### src/rtl/blur_frame_controller.sv
// rtl/blur_frame_controller.sv - frame sequencer for the RGB444 blur filter: position tracking, kernel latch, border mask, framing checks
module blur_frame_controller #(
  parameter int IMG_WIDTH    = 320,
  parameter int IMG_HEIGHT   = 240,
  parameter int PIPE_LATENCY = 5
) (
  input  logic       clk,
  input  logic       reset_n,
  input  logic [2:0] freq_flag_req,
  input  logic       valid_in,
  input  logic       ready_in,
  input  logic       startofpacket_in,
  input  logic       endofpacket_in,
  output logic [2:0] freq_flag,
  output logic [8:0] x_count,
  output logic [7:0] y_count,
  output logic       border_mask_out,
  output logic       frame_active,
  output logic       change_pending,
  output logic       frame_done,
  output logic       err_short,
  output logic       err_long,
  output logic       err_restart
);

  localparam logic [8:0] X_LAST = 9'(IMG_WIDTH - 1);
  localparam logic [7:0] Y_LAST = 8'(IMG_HEIGHT - 1);

  typedef enum logic {IDLE, ACTIVE} state_t;

  state_t      state_q;
  logic [2:0]  freq_flag_q;
  logic [8:0]  x_count_q;
  logic [7:0]  y_count_q;
  logic        frame_active_q;
  logic        change_pending_q;
  logic        frame_done_q;
  logic        err_short_q;
  logic        err_long_q;
  logic        err_restart_q;
  logic [PIPE_LATENCY-1:0] mask_q;

  logic        accept;
  logic [2:0]  req_map;
  logic [2:0]  sel_flag;
  logic [9:0]  bx;
  logic [9:0]  by;
  logic [9:0]  br;
  logic        border_bit;
  logic        mask_d;

  // Kernel radius: 1x1 -> 0, 3x3 -> 1, 5x5 -> 2
  function automatic logic [1:0] radius(input logic [2:0] flag);
    case (flag)
      3'd0:    radius = 2'd0;
      3'd1:    radius = 2'd1;
      default: radius = 2'd2;
    endcase
  endfunction

  // Beat acceptance, request mapping and border flag for the beat being accepted;
  // an SOP beat is pixel (0,0) and already uses the kernel it latches
  always_comb begin
    accept     = valid_in && ready_in;
    req_map    = (freq_flag_req == 3'd3) ? 3'd2 : freq_flag_req;
    sel_flag   = startofpacket_in ? req_map : freq_flag_q;
    bx         = startofpacket_in ? 10'd0 : {1'b0, x_count_q};
    by         = startofpacket_in ? 10'd0 : {2'b00, y_count_q};
    br         = {8'd0, radius(sel_flag)};
    border_bit = (bx < br) || ((bx + br) >= 10'(IMG_WIDTH)) ||
                 (by < br) || ((by + br) >= 10'(IMG_HEIGHT));
    mask_d     = accept && (startofpacket_in || (state_q == ACTIVE)) && border_bit;
  end

  // Frame FSM: position counters, kernel latch, pending flag and one-cycle status pulses
  always_ff @(posedge clk) begin
    if (!reset_n) begin
      state_q          <= IDLE;
      freq_flag_q      <= 3'd0;
      x_count_q        <= 9'd0;
      y_count_q        <= 8'd0;
      frame_active_q   <= 1'b0;
      change_pending_q <= 1'b0;
      frame_done_q     <= 1'b0;
      err_short_q      <= 1'b0;
      err_long_q       <= 1'b0;
      err_restart_q    <= 1'b0;
    end else begin
      frame_done_q     <= 1'b0;
      err_short_q      <= 1'b0;
      err_long_q       <= 1'b0;
      err_restart_q    <= 1'b0;
      change_pending_q <= frame_active_q && (req_map != freq_flag_q);
      if (accept) begin
        if (startofpacket_in) begin
          freq_flag_q      <= req_map;
          err_restart_q    <= (state_q == ACTIVE);
          change_pending_q <= 1'b0;
          if (endofpacket_in) begin
            err_short_q    <= 1'b1;
            state_q        <= IDLE;
            frame_active_q <= 1'b0;
            x_count_q      <= 9'd0;
            y_count_q      <= 8'd0;
          end else begin
            state_q        <= ACTIVE;
            frame_active_q <= 1'b1;
            x_count_q      <= 9'd1;
            y_count_q      <= 8'd0;
          end
        end else if (state_q == ACTIVE) begin
          if ((x_count_q == X_LAST) && (y_count_q == Y_LAST)) begin
            frame_done_q     <= endofpacket_in;
            err_long_q       <= !endofpacket_in;
            state_q          <= IDLE;
            frame_active_q   <= 1'b0;
            change_pending_q <= 1'b0;
            x_count_q        <= 9'd0;
            y_count_q        <= 8'd0;
          end else if (endofpacket_in) begin
            err_short_q      <= 1'b1;
            state_q          <= IDLE;
            frame_active_q   <= 1'b0;
            change_pending_q <= 1'b0;
            x_count_q        <= 9'd0;
            y_count_q        <= 8'd0;
          end else if (x_count_q == X_LAST) begin
            x_count_q <= 9'd0;
            y_count_q <= y_count_q + 8'd1;
          end else begin
            x_count_q <= x_count_q + 9'd1;
          end
        end
      end
    end
  end

  // Border delay line, stalled with the filter pipeline whenever ready_in is low
  always_ff @(posedge clk) begin
    if (!reset_n) begin
      mask_q <= '0;
    end else if (ready_in) begin
      mask_q <= {mask_q[PIPE_LATENCY-2:0], mask_d};
    end
  end

  assign freq_flag       = freq_flag_q;
  assign x_count         = x_count_q;
  assign y_count         = y_count_q;
  assign border_mask_out = mask_q[PIPE_LATENCY-1];
  assign frame_active    = frame_active_q;
  assign change_pending  = change_pending_q;
  assign frame_done      = frame_done_q;
  assign err_short       = err_short_q;
  assign err_long        = err_long_q;
  assign err_restart     = err_restart_q;

endmodule

### config.mk
export PLATFORM = sky130hd
export DESIGN_NAME = blur_frame_controller
export DESIGN_NICKNAME = d
export VERILOG_FILES = /design/src/rtl/blur_frame_controller.sv
export SDC_FILE = /design/constraint.sdc
export NUM_CORES = 1
export LEC_CHECK = 0
export BUFFER_PORTS_ARGS = -buffer_cell sky130_fd_sc_hd__buf_2
export CAP_MARGIN = 25
export CORE_MARGIN = 10
export CORE_UTILIZATION = 55
export DETAILED_ROUTE_END_ITERATION = 10
export PLACE_DENSITY = 0.79
export SYNTH_ARGS = -nofsm -noshare
export SYNTH_HDL_FRONTEND = slang
export SYNTH_SLANG_ARGS = --single-unit
export TNS_END_PERCENT = 100
### constraint.sdc
create_clock -name clk -period 2.9 [get_ports clk]
set_input_delay 0.58 -clock clk [delete_from_list [all_inputs] [get_ports clk]]
set_output_delay 0.58 -clock clk [all_outputs]
set_load 0.05 [all_outputs]
==> impl_results.md <==
* Primary FF master, synth: sky130_fd_sc_hd__dfxtp_1
* Global-route congestion overflow total at 0
* Final Hold Viols at 0
* Number of warnings issued by yosys at 0
* Post-CTS Resized at 0
* Maximum clock skew at final layout at between 5 and 6 ps
* Commonest cells after routing, fill and taps aside: 35 x sky130_fd_sc_hd__buf_2, 32 x sky130_fd_sc_hd__dfxtp_1, 24 x sky130_fd_sc_hd__nor2_1, 13 x sky130_fd_sc_hd__inv_1, 13 x sky130_fd_sc_hd__nand3_1
* Register bit count reported by yosys at 32
* Number of inserted diodes at 0
* Endpoints failing setup at 0
* Measured slew at the worst slew-check pin at about 470 ps
* Classification of the worst setup path: flip-flop to flip-flop
* Post-Syn Instances at around 220
* Pin count of the biggest net entering global routing at 23
* Routed length per instance at ~14 um
* Fmax at 425 MHz
* Post-CTS Setup Bufs at 0
* Final hold slack at between 400 and 500 ps
* Number of vias per cell after detailed routing at approximately 5.4
* Die extent in x at 78.4 um
* Worst slew slack as a fraction of its limit at about two thirds
* Cell count of the worst hold path at 2
* Utilization after layout at roughly 64%
* Worst slack, placed at roughly 310 ps
* Root buffer cell: sky130_fd_sc_hd__clkbuf_4
* Row count at 21
* Total of max-cap violations at 0
* Fraction of final layout cells with drive strength greater than 1 at 21.0%
* Buffers on Ports at 35
* Vias in the first global route at roughly 1500
* Async set or reset register ratio after synthesis at 0%
* Leakage at roughly 0.96 nW
* Type of destination of the critical path: flip-flop
* Total negative setup slack at 0 ps
* DRC violation total after the first TritonRoute iteration at 85
* Count of flip-flops with a built-in enable after synthesis at 0
* Critical Path AT at between 2000 and 3000 ps
* Final ANT Viol Nets at 0
* Sinks on Clock Net at 32
* Worst hold path type: input pin to flip-flop
* Synth-to-layout area growth at 12.2%
* Routability cong. at between 0.9 and 1
* Global-route usage over all layers at ~14%
* Peak supply drop at roughly 0.32 mV
* Total power density per cell area at roughly 370 mW/mm^2
* Fin nets at ~270
* Clock-pin slew reported for the worst setup and hold paths after clock tree synthesis at approximately 90 ps
* Cell area after technology mapping at between 0.0015 and 0.002 sq mm
* RSZ-0062 raised after global routing: false
* Final WS setup at roughly 550 ps
* Critical path fanouts, max at 7
* Post-route DRC at 0
* Clock tree from TritonCTS: built
* Count of distinct cell types in the synthesized netlist at 47
* R2R cell count at 11
* Effective utilization at floorplan at between 50% and 60%
* Number of antenna violations at the first check in global routing at 0
* Critical Path RT at between 3000 and 4000 ps
* Mean instance size in the synthesized netlist at slightly below 9 sq um
* Synthesized net count at approximately 240
* CTS Hold Bufs at 0
* Latest clock arrival within the worst-skew pair at ~330 ps
* Number of ports placed on the die boundary at 36
* Number of levels the H-tree was split into at 2
* Maximum buffer depth of the clock tree at 2
* Vertical extent of the die at just under 80 um
* Number of fill cells in the layout at 313
* Routed via count at between 1500 and 2000
* Die Outline Area at approximately 0.0061 sq mm
* TritonRoute pass-1 iters at 4
* First-pass GRT wire length at approximately 7000 um
* Inserted Clock Buffers at 5
* Minimum clock period at about 2400 ps
* HPWL reported at the end of detailed placement at about 3200 um
* Startpoint Class: flip-flop
* Final wirelength at between 4000 and 5000 um
* Area of the core at around 0.0033 sq mm
* Commonest non-fill, non-tap cell in the layout: sky130_fd_sc_hd__buf_2
* Result of the run: complete, no violations
* Period utilisation layout at between 80% and 90%
* Sequential cell area fraction in the yosys report at ~34%
* Max Transition Viols Final at 0
==> kinds of logic (layout without fill, tap and decap cells) <==
group           after synthesis  in the layout  share of synthesized area (%)
compound gates               32             32                           11.3
mux                           6              6                           3.20
fa+ha+maj                    11             11                           7.34
buf+inv                      21             56                           5.67
xor+xnor                     19             19                           8.87
flops                        32             32                           34.2
simple gates                 96             96                           29.4
==> final cells by class <==
class,instances,area [sq um],area share (%)
Clock buffer,6,41.3,1.96
Clock inverter,1,5.00,0.238
Inverter,13,48.8,2.32
Multi-Input combinational cell,164,1130,53.6
Sequential cell,32,641,30.4
Tap cell,46,57.6,2.73
Timing Repair Buffer,36,183,8.68
==> path summary, 6_finish.rpt <==
check	startpoint	slack, ps	end
worst max-delay path	freq_flag[1]	550	mask_q[0]
worst min-delay path	endofpacket_in	440	err_long
worst max register to register	freq_flag[1]	550	mask_q[0]
worst min register to register	frame_active	470	change_pending
==> metrics by stage <==
| step | power, mW | std cells | area [sq um] |
|---|---|---|---|
| 4_1_cts | 0.785 | 298 | 2100 |
| 5_1_grt | 0.817 | 298 | 2100 |
| 6_report | 0.770 | 298 | 2100 |
| 3_3_place_gp | 0.550 | 291 | 2060 |
| 3_5_place_dp | 0.551 | 291 | 2060 |
| 2_1_floorplan | 0.527 | 217 | 1880 |
==> routing by layer <==
| metal | track usage [%] | part of all wire, % |
|---|---|---|
| met2 | 21.3 | 45 |
| met1 | 16.7 | 45 |
| met3 | 6.04 | 8.1 |
| met4 | 6.45 | 2.1 |
| met5 | 0 | 0 |
==> cells in the mapped netlist, drive strengths merged (2+ instances only) <==
library cell  instances  area, sq um
ha                   11          138
dfxtp                32          641
buf                   6         50.0
or4                   2         15.0
xor2                 12          105
nor2b                 8         50.1
nor2                 27          109
nand3                13         65.1
o22ai                 3         18.8
clkbuf                2         7.51
o31ai                 2         15.0
inv                  13         48.8
o21ai                12         60.1
a21oi                 4         20.0
mux2i                 6         60.1
xnor2                 7         61.3
nand2                14         62.6
nand4                 8         65.1
and2                  6         37.5
nand4b                2         17.5
nand2b                2         12.5
nor4                  2         18.8
nor3                  5         30.0
and3                  4         25.0
==> worst max-delay path, cell delays in order (launching register included) <==
cell                       delay [ps]
sky130_fd_sc_hd__dfxtp_1          380
sky130_fd_sc_hd__nor2_2           200
sky130_fd_sc_hd__nand2_1           70
sky130_fd_sc_hd__o21ai_0          380
sky130_fd_sc_hd__ha_1             260
sky130_fd_sc_hd__ha_1             150
sky130_fd_sc_hd__nor2_1            50
sky130_fd_sc_hd__nand4b_1         190
sky130_fd_sc_hd__xnor2_1          150
sky130_fd_sc_hd__o311ai_0         140
sky130_fd_sc_hd__a31o_1           210
sky130_fd_sc_hd__a31oi_1          120
==> state kept, by name, summed over array words and instances, names as in the netlist <==
register,count
err_long,1
change_pending,1
mask_q,5
freq_flag,3
x_count,9
err_restart,1
y_count,8
frame_active,1
err_short,1
state_q,1
frame_done,1
==> power breakdown <==
part,leakage [nW],switching (mW),internal [mW],total [mW]
clock network,0.0281,0.140,0.0890,0.229
logic,0.671,0.0605,0.0290,0.0895
registers,0.258,0.00661,0.444,0.451
total,0.957,0.208,0.563,0.770
Power figures use the tool's default switching activity.
